[src/rtl/snapshot_assembler_pkg.sv]
// Shared beamformer package for the snapshot assembler and its neighbours.
// Holds the sample width, the channel and beat counts, the assembler state
// encoding, and the helper that packs four {I,Q} channel samples onto one
// 144-bit bus. The helper puts the first channel in the most significant slice.
package snapshot_assembler_pkg;

    localparam int W           = 18;  // width of one I or Q component
    localparam int NCH         = 8;   // channels per snapshot
    localparam int FRAME_BEATS = 9;   // 8 channels plus the desired signal d
    localparam int CNT_W       = 4;   // beat counter width (values 0..8)

    typedef enum logic [1:0] {
        COLLECT = 2'd0,
        RESYNC  = 2'd1,
        FULL    = 2'd2
    } state_t;

    // Packs channels (c0 first) as {c0I,c0Q,c1I,c1Q,c2I,c2Q,c3I,c3Q}.
    function automatic logic [8*W-1:0] pack_quad(
        input logic [2*W-1:0] c0,
        input logic [2*W-1:0] c1,
        input logic [2*W-1:0] c2,
        input logic [2*W-1:0] c3
    );
        return {c0, c1, c2, c3};
    endfunction

endpackage

[src/rtl/snapshot_assembler_sample_demux.sv]
// Working-register bank for one frame being assembled.
// Ports:
//   clk, rst  - clock, asynchronous active-high reset
//   we        - write the incoming beat this cycle
//   sel       - beat index: 0..7 selects channel sel+1, 8 selects d
//   data      - {I,Q} sample
//   work_x    - channel working registers, index 0 holds channel 1
//   work_d    - desired-signal working register
module snapshot_assembler_sample_demux
    import snapshot_assembler_pkg::*;
(
    input  logic                          clk,
    input  logic                          rst,
    input  logic                          we,
    input  logic [CNT_W-1:0]              sel,
    input  logic [2*W-1:0]                data,
    output logic [NCH-1:0][2*W-1:0]       work_x,
    output logic [2*W-1:0]                work_d
);

    logic [NCH-1:0][2*W-1:0] work_x_r;
    logic [2*W-1:0]          work_d_r;

    // Steer an accepted beat into the register selected by the beat counter.
    always_ff @(posedge clk or posedge rst) begin
        if (rst) begin
            work_x_r <= '0;
            work_d_r <= '0;
        end else if (we) begin
            if (sel == 4'd8) begin
                work_d_r <= data;
            end else if (sel < 4'd8) begin
                work_x_r[sel[2:0]] <= data;
            end
        end
    end

    assign work_x = work_x_r;
    assign work_d = work_d_r;

endmodule

[src/rtl/snapshot_assembler.sv]
// Assembles 8-channel snapshots (channels 1..8 then d, one {I,Q} beat per
// cycle) and presents them on xin14/xin58/din with a valid/ready handshake.
// Frames whose s_last marker is misplaced are dropped and counted.
// Ports:
//   clk, rst             - clock, asynchronous active-high reset
//   s_valid/s_ready      - input beat handshake, s_data = {I,Q}, s_last on beat 9
//   out_valid/out_ready  - snapshot handshake
//   xin14, xin58, din    - snapshot buses (channel 1 / 5 in the top slice)
//   frame_err            - one-cycle pulse per dropped frame
//   drop_cnt             - saturating dropped-frame count
module snapshot_assembler
    import snapshot_assembler_pkg::*;
(
    input  logic             clk,
    input  logic             rst,
    input  logic             s_valid,
    output logic             s_ready,
    input  logic [2*W-1:0]   s_data,
    input  logic             s_last,
    output logic             out_valid,
    input  logic             out_ready,
    output logic [8*W-1:0]   xin14,
    output logic [8*W-1:0]   xin58,
    output logic [2*W-1:0]   din,
    output logic             frame_err,
    output logic [15:0]      drop_cnt
);

    state_t                  state_r, state_nxt_s;
    logic [CNT_W-1:0]        cnt_r, cnt_nxt_s;
    logic                    alive_r;       // low until the first edge after reset
    logic                    out_valid_r;
    logic [8*W-1:0]          xin14_r, xin58_r;
    logic [2*W-1:0]          din_r;
    logic                    frame_err_r;
    logic [15:0]             drop_cnt_r;

    logic                    slot_free_s, ready_s, accept_s;
    logic                    we_s, err_s, xfer_s;
    logic [CNT_W-1:0]        sel_s;
    logic [NCH-1:0][2*W-1:0] work_x_s;
    logic [2*W-1:0]          work_d_s;

    assign slot_free_s = !out_valid_r || out_ready;

    // Input readiness: always open while collecting or resyncing; in FULL only
    // when the output slot can take the completed frame this cycle.
    always_comb begin
        ready_s = 1'b0;
        case (state_r)
            COLLECT: ready_s = alive_r;
            RESYNC:  ready_s = alive_r;
            FULL:    ready_s = alive_r && slot_free_s;
            default: ready_s = 1'b0;
        endcase
    end

    assign accept_s = s_valid && ready_s;

    // Next-state, beat steering, frame-error detection and transfer decision.
    always_comb begin
        state_nxt_s = state_r;
        cnt_nxt_s   = cnt_r;
        we_s        = 1'b0;
        sel_s       = cnt_r;
        err_s       = 1'b0;
        xfer_s      = 1'b0;
        case (state_r)
            COLLECT: begin
                if (accept_s) begin
                    if (cnt_r == 4'd8) begin
                        if (s_last) begin
                            we_s        = 1'b1;
                            cnt_nxt_s   = 4'd0;
                            state_nxt_s = FULL;
                        end else begin
                            err_s       = 1'b1;
                            cnt_nxt_s   = 4'd0;
                            state_nxt_s = RESYNC;
                        end
                    end else begin
                        if (s_last) begin
                            // Early marker: discard the beat and restart the frame.
                            err_s     = 1'b1;
                            cnt_nxt_s = 4'd0;
                        end else begin
                            we_s      = 1'b1;
                            cnt_nxt_s = cnt_r + 4'd1;
                        end
                    end
                end else begin
                    state_nxt_s = COLLECT;
                end
            end
            RESYNC: begin
                if (accept_s && s_last) begin
                    cnt_nxt_s   = 4'd0;
                    state_nxt_s = COLLECT;
                end else begin
                    state_nxt_s = RESYNC;
                end
            end
            FULL: begin
                if (slot_free_s) begin
                    xfer_s      = 1'b1;
                    state_nxt_s = COLLECT;
                    sel_s       = 4'd0;
                    // A beat arriving with the transfer opens the next frame.
                    if (accept_s) begin
                        if (s_last) begin
                            err_s     = 1'b1;
                            cnt_nxt_s = 4'd0;
                        end else begin
                            we_s      = 1'b1;
                            cnt_nxt_s = 4'd1;
                        end
                    end else begin
                        cnt_nxt_s = 4'd0;
                    end
                end else begin
                    state_nxt_s = FULL;
                end
            end
            default: begin
                state_nxt_s = COLLECT;
                cnt_nxt_s   = 4'd0;
            end
        endcase
    end

    snapshot_assembler_sample_demux u_demux (
        .clk    (clk),
        .rst    (rst),
        .we     (we_s),
        .sel    (sel_s),
        .data   (s_data),
        .work_x (work_x_s),
        .work_d (work_d_s)
    );

    // Control state, output snapshot registers and the drop counter.
    always_ff @(posedge clk or posedge rst) begin
        if (rst) begin
            state_r     <= COLLECT;
            cnt_r       <= 4'd0;
            alive_r     <= 1'b0;
            out_valid_r <= 1'b0;
            xin14_r     <= '0;
            xin58_r     <= '0;
            din_r       <= '0;
            frame_err_r <= 1'b0;
            drop_cnt_r  <= 16'd0;
        end else begin
            state_r     <= state_nxt_s;
            cnt_r       <= cnt_nxt_s;
            alive_r     <= 1'b1;
            frame_err_r <= err_s;
            if (err_s && (drop_cnt_r != 16'hFFFF)) begin
                drop_cnt_r <= drop_cnt_r + 16'd1;
            end
            if (xfer_s) begin
                out_valid_r <= 1'b1;
                xin14_r     <= pack_quad(work_x_s[0], work_x_s[1], work_x_s[2], work_x_s[3]);
                xin58_r     <= pack_quad(work_x_s[4], work_x_s[5], work_x_s[6], work_x_s[7]);
                din_r       <= work_d_s;
            end else if (out_ready) begin
                out_valid_r <= 1'b0;
            end
        end
    end

    assign s_ready   = ready_s;
    assign out_valid = out_valid_r;
    assign xin14     = xin14_r;
    assign xin58     = xin58_r;
    assign din       = din_r;
    assign frame_err = frame_err_r;
    assign drop_cnt  = drop_cnt_r;

endmodule

[config.mk]
export PLATFORM = sky130hd
export DESIGN_NAME = snapshot_assembler
export DESIGN_NICKNAME = d
export VERILOG_FILES = /design/src/rtl/snapshot_assembler_pkg.sv /design/src/rtl/snapshot_assembler_sample_demux.sv /design/src/rtl/snapshot_assembler.sv
export SDC_FILE = /design/constraint.sdc
export NUM_CORES = 1
export LEC_CHECK = 0
export CAP_MARGIN = 20
export CORE_MARGIN = 2
export CORE_UTILIZATION = 58
export DETAILED_ROUTE_END_ITERATION = 10
export PLACE_DENSITY = 0.85
export REMOVE_ABC_BUFFERS = 1
export SLEW_MARGIN = 20
export SYNTH_ARGS = -nofsm -noshare
export SYNTH_HDL_FRONTEND = slang
export SYNTH_SLANG_ARGS = --single-unit
[constraint.sdc]
create_clock -name clk -period 34.6 [get_ports clk]
set_input_delay 6.92 -clock clk [delete_from_list [all_inputs] [get_ports clk]]
set_output_delay 6.92 -clock clk [all_outputs]
set_load 0.01 [all_outputs]
## Yosys cells after proc, flatten, opt, wreduce, memory -nomap -nowiden

Cells that the tools add are included.
Widths: inputs -> output; s select.

- Bits in registers: 673
- Output and inout bits: 343
- Word-level logic and storage cells: 82

- Add/subtract/negate cells: 2
- Order comparisons: 3
- Eq/ne operators: 9
- Multiplexer cells: 36
- Bitwise operators: 1
- Reduce and logical (&&, ||, !) cells: 13

Operator list:

| kind | count |
|---|---|
| $bwmux 288 | 1 |
| $demux 36 s3 | 1 |
| $mux 36 | 1 |
| $mux 4 | 8 |
| $add 16x1->16 const B | 1 |
| $mux 1 | 16 |
| $ne 16x16->1 const B | 1 |
| $pmux 4 s3 | 1 |
| $eq 4x4->1 const B | 2 |
| $mux 2 | 4 |
| $ne 2x2->1 const B | 3 |
| $pmux 1 s2 | 3 |
| $pmux 2 s3 | 1 |
| $reduce_and 3->1 | 2 |
| $logic_and 1x1->1 | 5 |
| $add 4x1->4 const B | 1 |
| $lt 3x4->1 const B | 1 |
| $lt 4x4->1 const B | 1 |
| $ge 3x1->1 const B | 1 |
| $ne 3x3->1 const B | 1 |
| $eq 2x1->1 const B | 1 |
| $eq 2x2->1 const B | 1 |
| $logic_not 2->1 | 1 |
| $reduce_and 2->1 | 1 |
| 5 further kinds | 5 |

## Longest topological paths before layout

Gate-level depths: netlist (run 1).

- Depth in word-level cells: 9
- Mapped depth: 10
- Gate-level depth less buffers: 7

## Modules after synthesis

From an unflattened synthesis (run 1), not the netlist that was laid out.

- Cell total of the unflattened synthesis: 2199
- Area, all modules: 25983.7 µm²

By module, submodules not included:

| module | times used | cells an instance | area each (µm²) | sequential area each (µm²) |
|---|---|---|---|---|
| snapshot_assembler | 1 | 1504 | 13494.2 | 8733.4 |
| snapshot_assembler_sample_demux | 1 | 695 | 12489.5 | 8107.8 |

## Least setup slack after synthesis (run 1)

No wires, ideal clock.

- Kind: input to output
- From: input port out_ready
- To: output port s_ready
- Data arrival time: 7391 ps
- Slack: 20289 ps
- Stages on the path: 3
- Buffers on the path: 0
- Cell sequence: nor2b_1 > o21ai_0 > and2_1

- Longest elaborated chain between the ends: 3

RTL lines:

| element | line | text |
|---|---|---|
| from (decl) | snapshot_assembler.sv:21 | `input logic out_ready,` |
| $logic_or 1x1->1 | snapshot_assembler.sv:44 | `assign slot_free_s = !out_valid_r \|\| out_ready;` |
| $logic_and 1x1->1 | snapshot_assembler.sv:53 | `FULL: ready_s = alive_r && slot_free_s;` |
| $pmux 1 s2 | snapshot_assembler.sv:50 | `case (state_r)` |
| to (decl) | snapshot_assembler.sv:17 | `output logic s_ready,` |

Every way passes these cells.

## Worst setup path after layout (run 1)

Same ends and word-level chain as after synthesis.

==> impl_metrics.tcl, run 1 <==
set metrics [dict create \
    vias_per_cell 5.49 \
    cp_max_fo 3 \
    nNetsFinal 2617 \
    fin_skew_ns 0.0120 \
    wl_per_cell_um 20.3 \
    rsz0062_at_grt "false" \
    wl_um 65200 \
    multi_input_area_um2 8440 \
    async_reset_ff_frac 1.00 \
    initial_core_util 0.586 \
    ctsLongestPathBuffers 3 \
    slew_violations 0 \
    grt_pass1_vias 18300 \
    io_buffers 383 \
    drtPass1Iterations 5 \
    hp-class "flip-flop to flip-flop" \
    numCtsBuffers 68 \
    critPathSlowestCell "clkdlybuf4s50_1" \
    setup-violations-final 0 \
    dpl.hpwl_um 39400 \
    synthTopCellsByArea "dfrtp_1 (65%), nand2_1 (14%), mux2_2 (11%), mux2_4 (4.1%), clkbuf_1 (0.96%)" \
    power_density_nw_per_um2 55.0 \
    h-tree-depth 3 \
    tightest_slew_ns 1.11 \
    grt.overflow.total 0 \
    reg2reg_depth 8 \
    dieArea_um2 46300 \
    tns_ns 0 \
    core.rowCount 77 \
    cp-start-kind "input port" \
    finish.utilization 0.732 \
    synth.avg_cell_area_um2 11.7 \
    yosysWarningCount 0 \
    drive_above_1_share 0.179 \
    clk_pin_slew_ns 0.06 \
    core_area_um2 44100 \
    outcome "finished clean" \
    grt_pass1_wl_um 103000 \
    end_kind "output port" \
    ant_nets 0 \
    seq_area_um2 16800 \
    netlist_instances 2204 \
    cts_tree "done" \
    vdd_drop_max_mv 0.0432 \
    ys_seq_area_frac 0.652 \
    holdPathStages 2 \
    layout_min_cycle_time_ns 15.45 \
    max_clock_freq_ghz 0.0647 \
    worst_ep_arrival_time_ns 8.53 \
    path_cells "clkdlybuf4s50_1, nor2b_1, o21ai_0, and2_1, clkdlybuf4s50_1" \
    io_pins 384 \
    final-hold-violation-count 0 \
    cpPeakStageDelay_ns 0.48 \
    path_delay_family "buffers and inverters" \
    grt_start_max_net_pins 168 \
    die_width_um 215 \
    post_cts_buffers 0 \
    p_leak_nw 16.7 \
    die_h_um 215 \
    finalCritPeriodShare 0.447 \
    first_iter_violations 1706 \
    crit_type "input port to output port" \
    worst_path_most_repeated_cell "clkdlybuf4s50_1" \
    gpl.final_weighted_congestion 0.805 \
    critPathBufInv 2 \
    cts_hold_buf 0 \
    synth_flop_cell "dfrtp_1" \
    antenna_found_initial 0 \
    maxCapViolCount 0 \
    yosysTopAreaCell "dfrtp_1" \
    ys_seq_elements 673 \
    ys_types 47 \
    fin_total_pwr_w 0.00178 \
    final_cell_count_no_fill 3210 \
    cp.required_ns 27.68 \
    relSlewSlack 0.259 \
    yosysTopAreaCellShare 0.652 \
    crit_cells 5 \
    vias 17600 \
    dp_cells 3094 \
    drc 0 \
    clk_latency_ns 0.58 \
    synth_area_um2 25800 \
    synth_edf_count 0 \
    root_buffer "clkbuf_16" \
    grtUsageTotal 0.285 \
    area_growth_pct 25.0 \
    cts_num_sinks 673 \
    fillerInstances 2783 \
    cts-resized-gates 0 \
]
## worst min-delay path, cell delays in order (launching register included)
cell and delay (ns):
dfrtp_1 0.34, nand2_1 0.05, nand2_1 0.04
## power breakdown
| part | internal (W) | total [W] | switching (W) |
|---|---|---|---|
| Clock | 0.000428 | 0.000724 | 0.000296 |
| Sequential | 0.000866 | 0.000915 | 0.0000497 |
| Combinational | 0.0000823 | 0.000138 | 0.0000560 |
## cell usage after synthesis (all sizes together) (2+ instances only)
cell type,instances
xor2,8
nor3b,2
ha,3
dfrtp,673
nand2b,5
or2,3
mux2,328
nor3,13
or4,2
a21oi,2
buf,42
nor2b,2
nand3,9
nor2,9
clkbuf,66
nand4,4
nor4,10
xnor2,5
inv,8
nand2,987
o21ai,7
## cell type report
| class | count | share of cell area |
|---|---|---|
| Sequential cell | 673 | 0.521 |
| Multi-Input combinational cell | 1415 | 0.261 |
| Timing Repair Buffer | 407 | 0.126 |
| Clock buffer | 100 | 0.0630 |
| Tap cell | 592 | 0.0229 |
| Clock inverter | 14 | 0.00469 |
| Inverter | 8 | 0.00116 |
| Antenna cell | 1 | 0.0000774 |
## through the flow
step | area [um2] | setup WS (ns) | hold slack, ns
6_report | 32300 | 19.15 | 0.461
5_1_grt | 32300 | 19.06 | 0.482
4_1_cts | 32300 | 19.15 | 0.458
3_5_place_dp | 30100 | 19.16 | 0.445
3_3_place_gp | 30100 | 19.16 | 0.442
2_1_floorplan | 25300 | 8.82 | 0.432
## path summary, 6_finish.rpt
path | startpoint | to | slack, ns
worst min-delay path | u_demux.work_x[103] | xin14[67] | 0.46
worst max register to register | cnt_r[1] | u_demux.work_x[109] | 30.92
min in group asynchronous | rst | din[29] | 6.93
worst max-delay path | out_ready | s_ready | 19.15
max in group asynchronous | rst | u_demux.work_x[218] | 25.52
worst min register to register | u_demux.work_x[103] | xin14[67] | 0.46
## flip-flops by register name, indices dropped and copies added (netlist names), 2 cells and up
| signal | flops |
|---|---|
| xin14 | 144 |
| drop_cnt | 16 |
| u_demux.work_d | 36 |
| xin58 | 144 |
| u_demux.work_x | 288 |
| state_r | 2 |
| din | 36 |
| cnt_r | 4 |
## cell families (layout without fill, tap and decap cells)
kind of cell	Yosys count	count (layout)	synth area share
adder cells (fa/ha/maj)	3	3	0.00145
buffers and inverters	116	529	0.0228
multiplexers	328	328	0.153
AO/OA/AOI/OAI	17	17	0.00431
XOR/XNOR	13	13	0.00470
AND/OR/NAND/NOR	1053	1053	0.162
flip-flops	673	673	0.652
other	1	2	0.000145
## cell usage in the layout (no fill, tap or decap), types with 8 or more instances in the layout
master and count:
nand2_1 985, dfrtp_1 673, clkdlybuf4s50_1 383, mux2_2 256
clkbuf_16 71, mux2_4 70, buf_4 19, clkbuf_8 15
clkbuf_1 14, nor3_1 11, clkinv_2 9, nor2_1 8
nor4_1 8, xor2_1 8
## routing by layer
layer  track usage  wire [um]
met1         0.375      26500
met2         0.478      32800
met3        0.0617       4330
met4        0.0890       1600
met5             0          0
Power figures use the tool's default switching activity.
==> run 2, diff against run 1 <==
CORE_UTILIZATION = 54   (was 58)
PLACE_DENSITY = 0.8   (was 0.85)
clock period = 15.2 ns   (was 34.6 ns; I/O delays follow)
==> run 2 against run 1 <==
Sequential share of layout area decreased by 0.18 points; final cell count grew 0.81%; total power is 130% higher; non-clock buffer count decreased by 2; critical path type unchanged; flip-flop and latch count did not move; sequential power is 130% higher; critical endpoint unchanged.
==> impl_metrics.tcl, run 2 (same netlist as run 1, synthesis figures left out) <==
set metrics [dict create \
    die_width_um 223 \
    io_pins 384 \
    cp.required_ns 12.16 \
    tns_ns 0 \
    tightest_slew_ns 1.12 \
    grt_start_max_net_pins 198 \
    outcome "finished clean" \
    drtPass1Iterations 5 \
    vias_per_cell 5.39 \
    cts_hold_buf 0 \
    drive_above_1_share 0.181 \
    r2r_start "state_r[1]" \
    dieArea_um2 49600 \
    relSlewSlack 0.250 \
    die_h_um 223 \
    worst_ep_arrival_time_ns 4.63 \
    cts-resized-gates 0 \
    core.rowCount 80 \
    fin_ws_ns 7.53 \
    wl_um 64200 \
    fin_area_um2 32400 \
    grt.overflow.total 0 \
    cts_num_sinks 673 \
    gpl.final_weighted_congestion 0.783 \
    first_iter_violations 1367 \
    h-tree-depth 3 \
    fillerInstances 3316 \
    vias 17400 \
    ctsLongestPathBuffers 3 \
    cts_tree "done" \
    ant_nets 0 \
    post_cts_buffers 0 \
    finish.utilization 0.683 \
    hp-class "flip-flop to flip-flop" \
    dpl.hpwl_um 38900 \
    wl_per_cell_um 19.8 \
    fin_skew_ns 0.0191 \
    layout_min_cycle_time_ns 7.67 \
    clk_latency_ns 0.60 \
    area_growth_pct 25.4 \
    grtUsageTotal 0.261 \
    max_clock_freq_ghz 0.130 \
    root_buffer "clkbuf_16" \
    finalCritPeriodShare 0.504 \
    startpoint "out_ready" \
    setup-violations-final 0 \
    slew_violations 0 \
    cp_max_fo 3 \
    io_buffers 383 \
    clk_pin_slew_ns 0.06 \
    largest_reg_flops 288 \
    final_cell_mix "nand2_1 (985), dfrtp_1 (673), clkdlybuf4s50_1 (383)" \
    grt_pass1_wl_um 101000 \
    pre_cts_slack_ns 7.56 \
    numCtsBuffers 68 \
    nNetsFinal 2615 \
    crit_type "input port to output port" \
    maxCapViolCount 0 \
    placed_area_um2 30100 \
    whs_ns 0.454 \
    core_area_um2 47400 \
    antenna_found_initial 1 \
    grt_pass1_vias 18000 \
    drc 0 \
    cp-start-kind "input port" \
    p_leak_nw 16.8 \
    hp-start "u_demux.work_x[60]" \
    initial_core_util 0.545 \
    final_common_cell "nand2_1" \
    vdd_drop_max_mv 0.0858 \
    reg2reg_slack_ns 11.40 \
    final-hold-violation-count 0 \
    rsz0062_at_grt "false" \
    power_density_nw_per_um2 126 \
    end_kind "output port" \
]
## run 2: cell types whose count changed in the layout (fill, tap and decap cells not counted), sizes merged
cell | before | now
buf | 24 | 22
bufinv | 3 | 4
clkbuf | 100 | 102
clkinv | 9 | 10
clkinvlp | 1 | 2
## run 2: path summary, 6_finish.rpt
path                            cells past startpoint                  to
worst max-delay path                                5             s_ready
worst min-delay path                                2           xin14[96]
worst max register to register                      7          xin14[132]
worst min register to register                      2           xin14[96]
max in group asynchronous                           5           xin58[18]
min in group asynchronous                           2  u_demux.work_d[21]
## run 2: critical path, stage by stage
cell,delay [ns]
clkdlybuf4s50_1,0.41
nor2b_1,0.30
o21ai_0,0.19
and2_1,0.21
clkdlybuf4s50_1,0.47
## run 2: layer usage
| layer | wire (um) | global-route usage |
|---|---|---|
| met3 | 4500 | 0.0627 |
| met5 | 0 | 0 |
| met4 | 2090 | 0.106 |
| met1 | 26600 | 0.347 |
| met2 | 31000 | 0.415 |
## run 2: final cells by class
class / count / area [um2] / area share
repair buffers: 405 / 4050 / 0.125
clock inverters: 17 / 194 / 0.00598
inverters: 8 / 37.5 / 0.00116
diodes: 1 / 2.50 / 0.0000772
flip-flops and latches: 673 / 16800 / 0.519
multi-input cells: 1415 / 8440 / 0.260
clock buffers: 102 / 2080 / 0.0643
well taps: 615 / 769 / 0.0237
## run 2: power by group
group	switching, W	leakage (nW)	internal [W]
clock	0.000676	1.13	0.00101
combinational	0.000123	6.47	0.000187
sequential	0.000105	9.18	0.00197
total	0.000904	16.8	0.00317
## run 2: stage by stage
| step | cells | total power (W) |
|---|---|---|
| finish | 3236 | 0.00407 |
| detailed placement | 3114 | 0.00241 |
| CTS | 3233 | 0.00411 |
| floorplan | 2096 | 0.00231 |
| global route | 3236 | 0.00423 |
| global placement | 3114 | 0.00238 |
==> run 3, diff against run 2 <==
CORE_UTILIZATION = 49   (was 54)
PLACE_DENSITY = 0.76   (was 0.8)
clock period = 6.5 ns   (was 15.2 ns; I/O delays follow)
==> run 3 against run 2 <==
Combinational power increased by 140%; flip-flop and latch count unchanged; total power increased by 140%.
==> impl_metrics.tcl, run 3 (same netlist as run 1, synthesis figures left out) <==
set metrics [dict create \
    cts_tree "done" \
    vdd_drop_max_mv 0.243 \
    cts_num_sinks 673 \
    drive_above_1_share 0.181 \
    ant_nets 0 \
    drtPass1Iterations 5 \
    h-tree-depth 3 \
    worstReg2RegEnd "u_demux.work_d[33]" \
    final_common_cell "nand2_1" \
    critPathBufInv 2 \
    grt_use_met3 0.0569 \
    die_h_um 234 \
    tns_ns 0 \
    cts-resized-gates 0 \
    max_clock_freq_ghz 0.235 \
    tightest_slew_ns 1.02 \
    critPathSlowestCell "clkdlybuf4s50_1" \
    outcome "finished clean" \
    p_leak_nw 16.8 \
    fin_skew_ns 0.0202 \
    worst_ep_arrival_time_ns 2.95 \
    slew_violations 0 \
    core.rowCount 84 \
    placed_area_um2 30200 \
    vias 17400 \
    hp-class "flip-flop to flip-flop" \
    antenna_found_initial 1 \
    cp_max_fo 3 \
    cp-start-kind "input port" \
    met2_usage 0.376 \
    maxCapViolCount 0 \
    drc 0 \
    grtUsageTotal 0.237 \
    end_kind "output port" \
    io_pins 384 \
    dpl.hpwl_um 38700 \
    gpl.final_weighted_congestion 0.852 \
    seq_power_share 0.502 \
    cp.required_ns 5.20 \
    path_cells "clkdlybuf4s50_1, nor2b_1, o21ai_0, and2_1, clkdlybuf4s50_1" \
    cpPeakStageDelay_ns 0.47 \
    first_iter_violations 1402 \
    nNetsFinal 2615 \
    worst_path_most_repeated_cell "clkdlybuf4s50_1" \
    initial_core_util 0.494 \
    vias_per_cell 5.23 \
    final-hold-violation-count 0 \
    reg2reg_slack_ns 2.97 \
    reg2reg_depth 8 \
    wl_um 63900 \
    numCtsBuffers 70 \
    root_buffer "clkbuf_16" \
    die_width_um 234 \
    busiest_layer "met2" \
    io_buffers 383 \
    fin_area_um2 32700 \
    wl_per_cell_um 19.3 \
    largest_reg_flops 288 \
    relSlewSlack 0.321 \
    antenna_cells 0 \
    path_delay_family "buffers and inverters" \
    hold_path_end "xin58[24]" \
    ctsLongestPathBuffers 3 \
    grt_start_max_net_pins 235 \
    p_switching_w 0.00216 \
    rsz0062_at_grt "false" \
    area_growth_pct 26.5 \
    holdPathStages 2 \
    grt.overflow.total 0 \
    cts_hold_buf 0 \
    clockPowerShare 0.423 \
    hp-start "u_demux.work_x[276]" \
    post_cts_buffers 0 \
    clk_latency_ns 0.60 \
    setup-violations-final 0 \
    grt_pass1_vias 17800 \
    internal-power_w 0.00753 \
    layout_min_cycle_time_ns 4.25 \
    power_density_nw_per_um2 296 \
    power_frac_comb 0.076 \
    switching_share 0.223 \
    core_area_um2 52300 \
    final_cell_mix "nand2_1 (985), dfrtp_1 (673), clkdlybuf4s50_1 (383)" \
    dieArea_um2 54600 \
    r2r_start "cnt_r[1]" \
    grtUsageMet1 0.320 \
    crit_type "input port to output port" \
    clk_pin_slew_ns 0.06 \
    grt_pass1_wl_um 100000 \
    finalCritPeriodShare 0.655 \
]
==> run 3: cell types whose count changed in the layout (fill, tap and decap cells not counted), moves of 2 or more <==
cell       change
clkbuf_1       +7
clkinv_2       -2
buf_4          -7
buf_12         +5
clkbuf_16      +3
clkbuf_8       -2
==> run 3: per-stage QoR <==
stage               instances  setup WS, ns  hold WS [ns]  total power [W]   util
finish                   3315          2.25         0.453          0.00969  0.624
global route             3315          2.15         0.471           0.0101  0.624
CTS                      3313          2.29         0.447          0.00976  0.624
detailed placement       3185          2.12         0.446          0.00566  0.578
global placement         3185          2.13         0.442          0.00559  0.578
floorplan                2096        -13.66         0.432          0.00539      -
==> run 3: worst max-delay path by stage <==
stage	startpoint	end	slack [ns]	cells after the start
detailed placement	out_ready	u_demux.work_x[102]	2.12	5
global route	out_ready	s_ready	2.15	5
global placement	s_last	u_demux.work_x[143]	2.13	5
CTS	out_ready	s_ready	2.29	5
floorplan	rst	alive_r	-13.66	1
finish	out_ready	s_ready	2.25	5
==> run 3: layout make-up <==
cell class,count,area [um2]
multi-input cells,1415,8450
inverters,8,37.5
clock buffers,110,2160
flip-flops and latches,673,16800
repair buffers,403,4100
well taps,688,861
clock inverters,18,239
fillers,3987,19700
==> run 3: per-layer routing <==
layer  vias to the layer above  routed length (um)
met5                         -                  13
li1                       7805                   -
met4                         2                1720
met1                      8915               27000
met3                       111                4190
met2                       517               30900
==> run 3: power by group through the flow <==
stage	sequential [W]	clock [W]	combinational, W
after floorplan	0.00486	0	0.000531
after CTS	0.00485	0.00417	0.000745
final	0.00486	0.00409	0.000734
after detailed placement	0.00492	0	0.000738
after global routing	0.00490	0.00436	0.000803
after global placement	0.00489	0	0.000697
==> run 3: worst min-delay path, cell delays in order (launching register included) <==
cell     delay (ns)
dfrtp_1        0.34
nand2_1        0.05
nand2_1        0.05
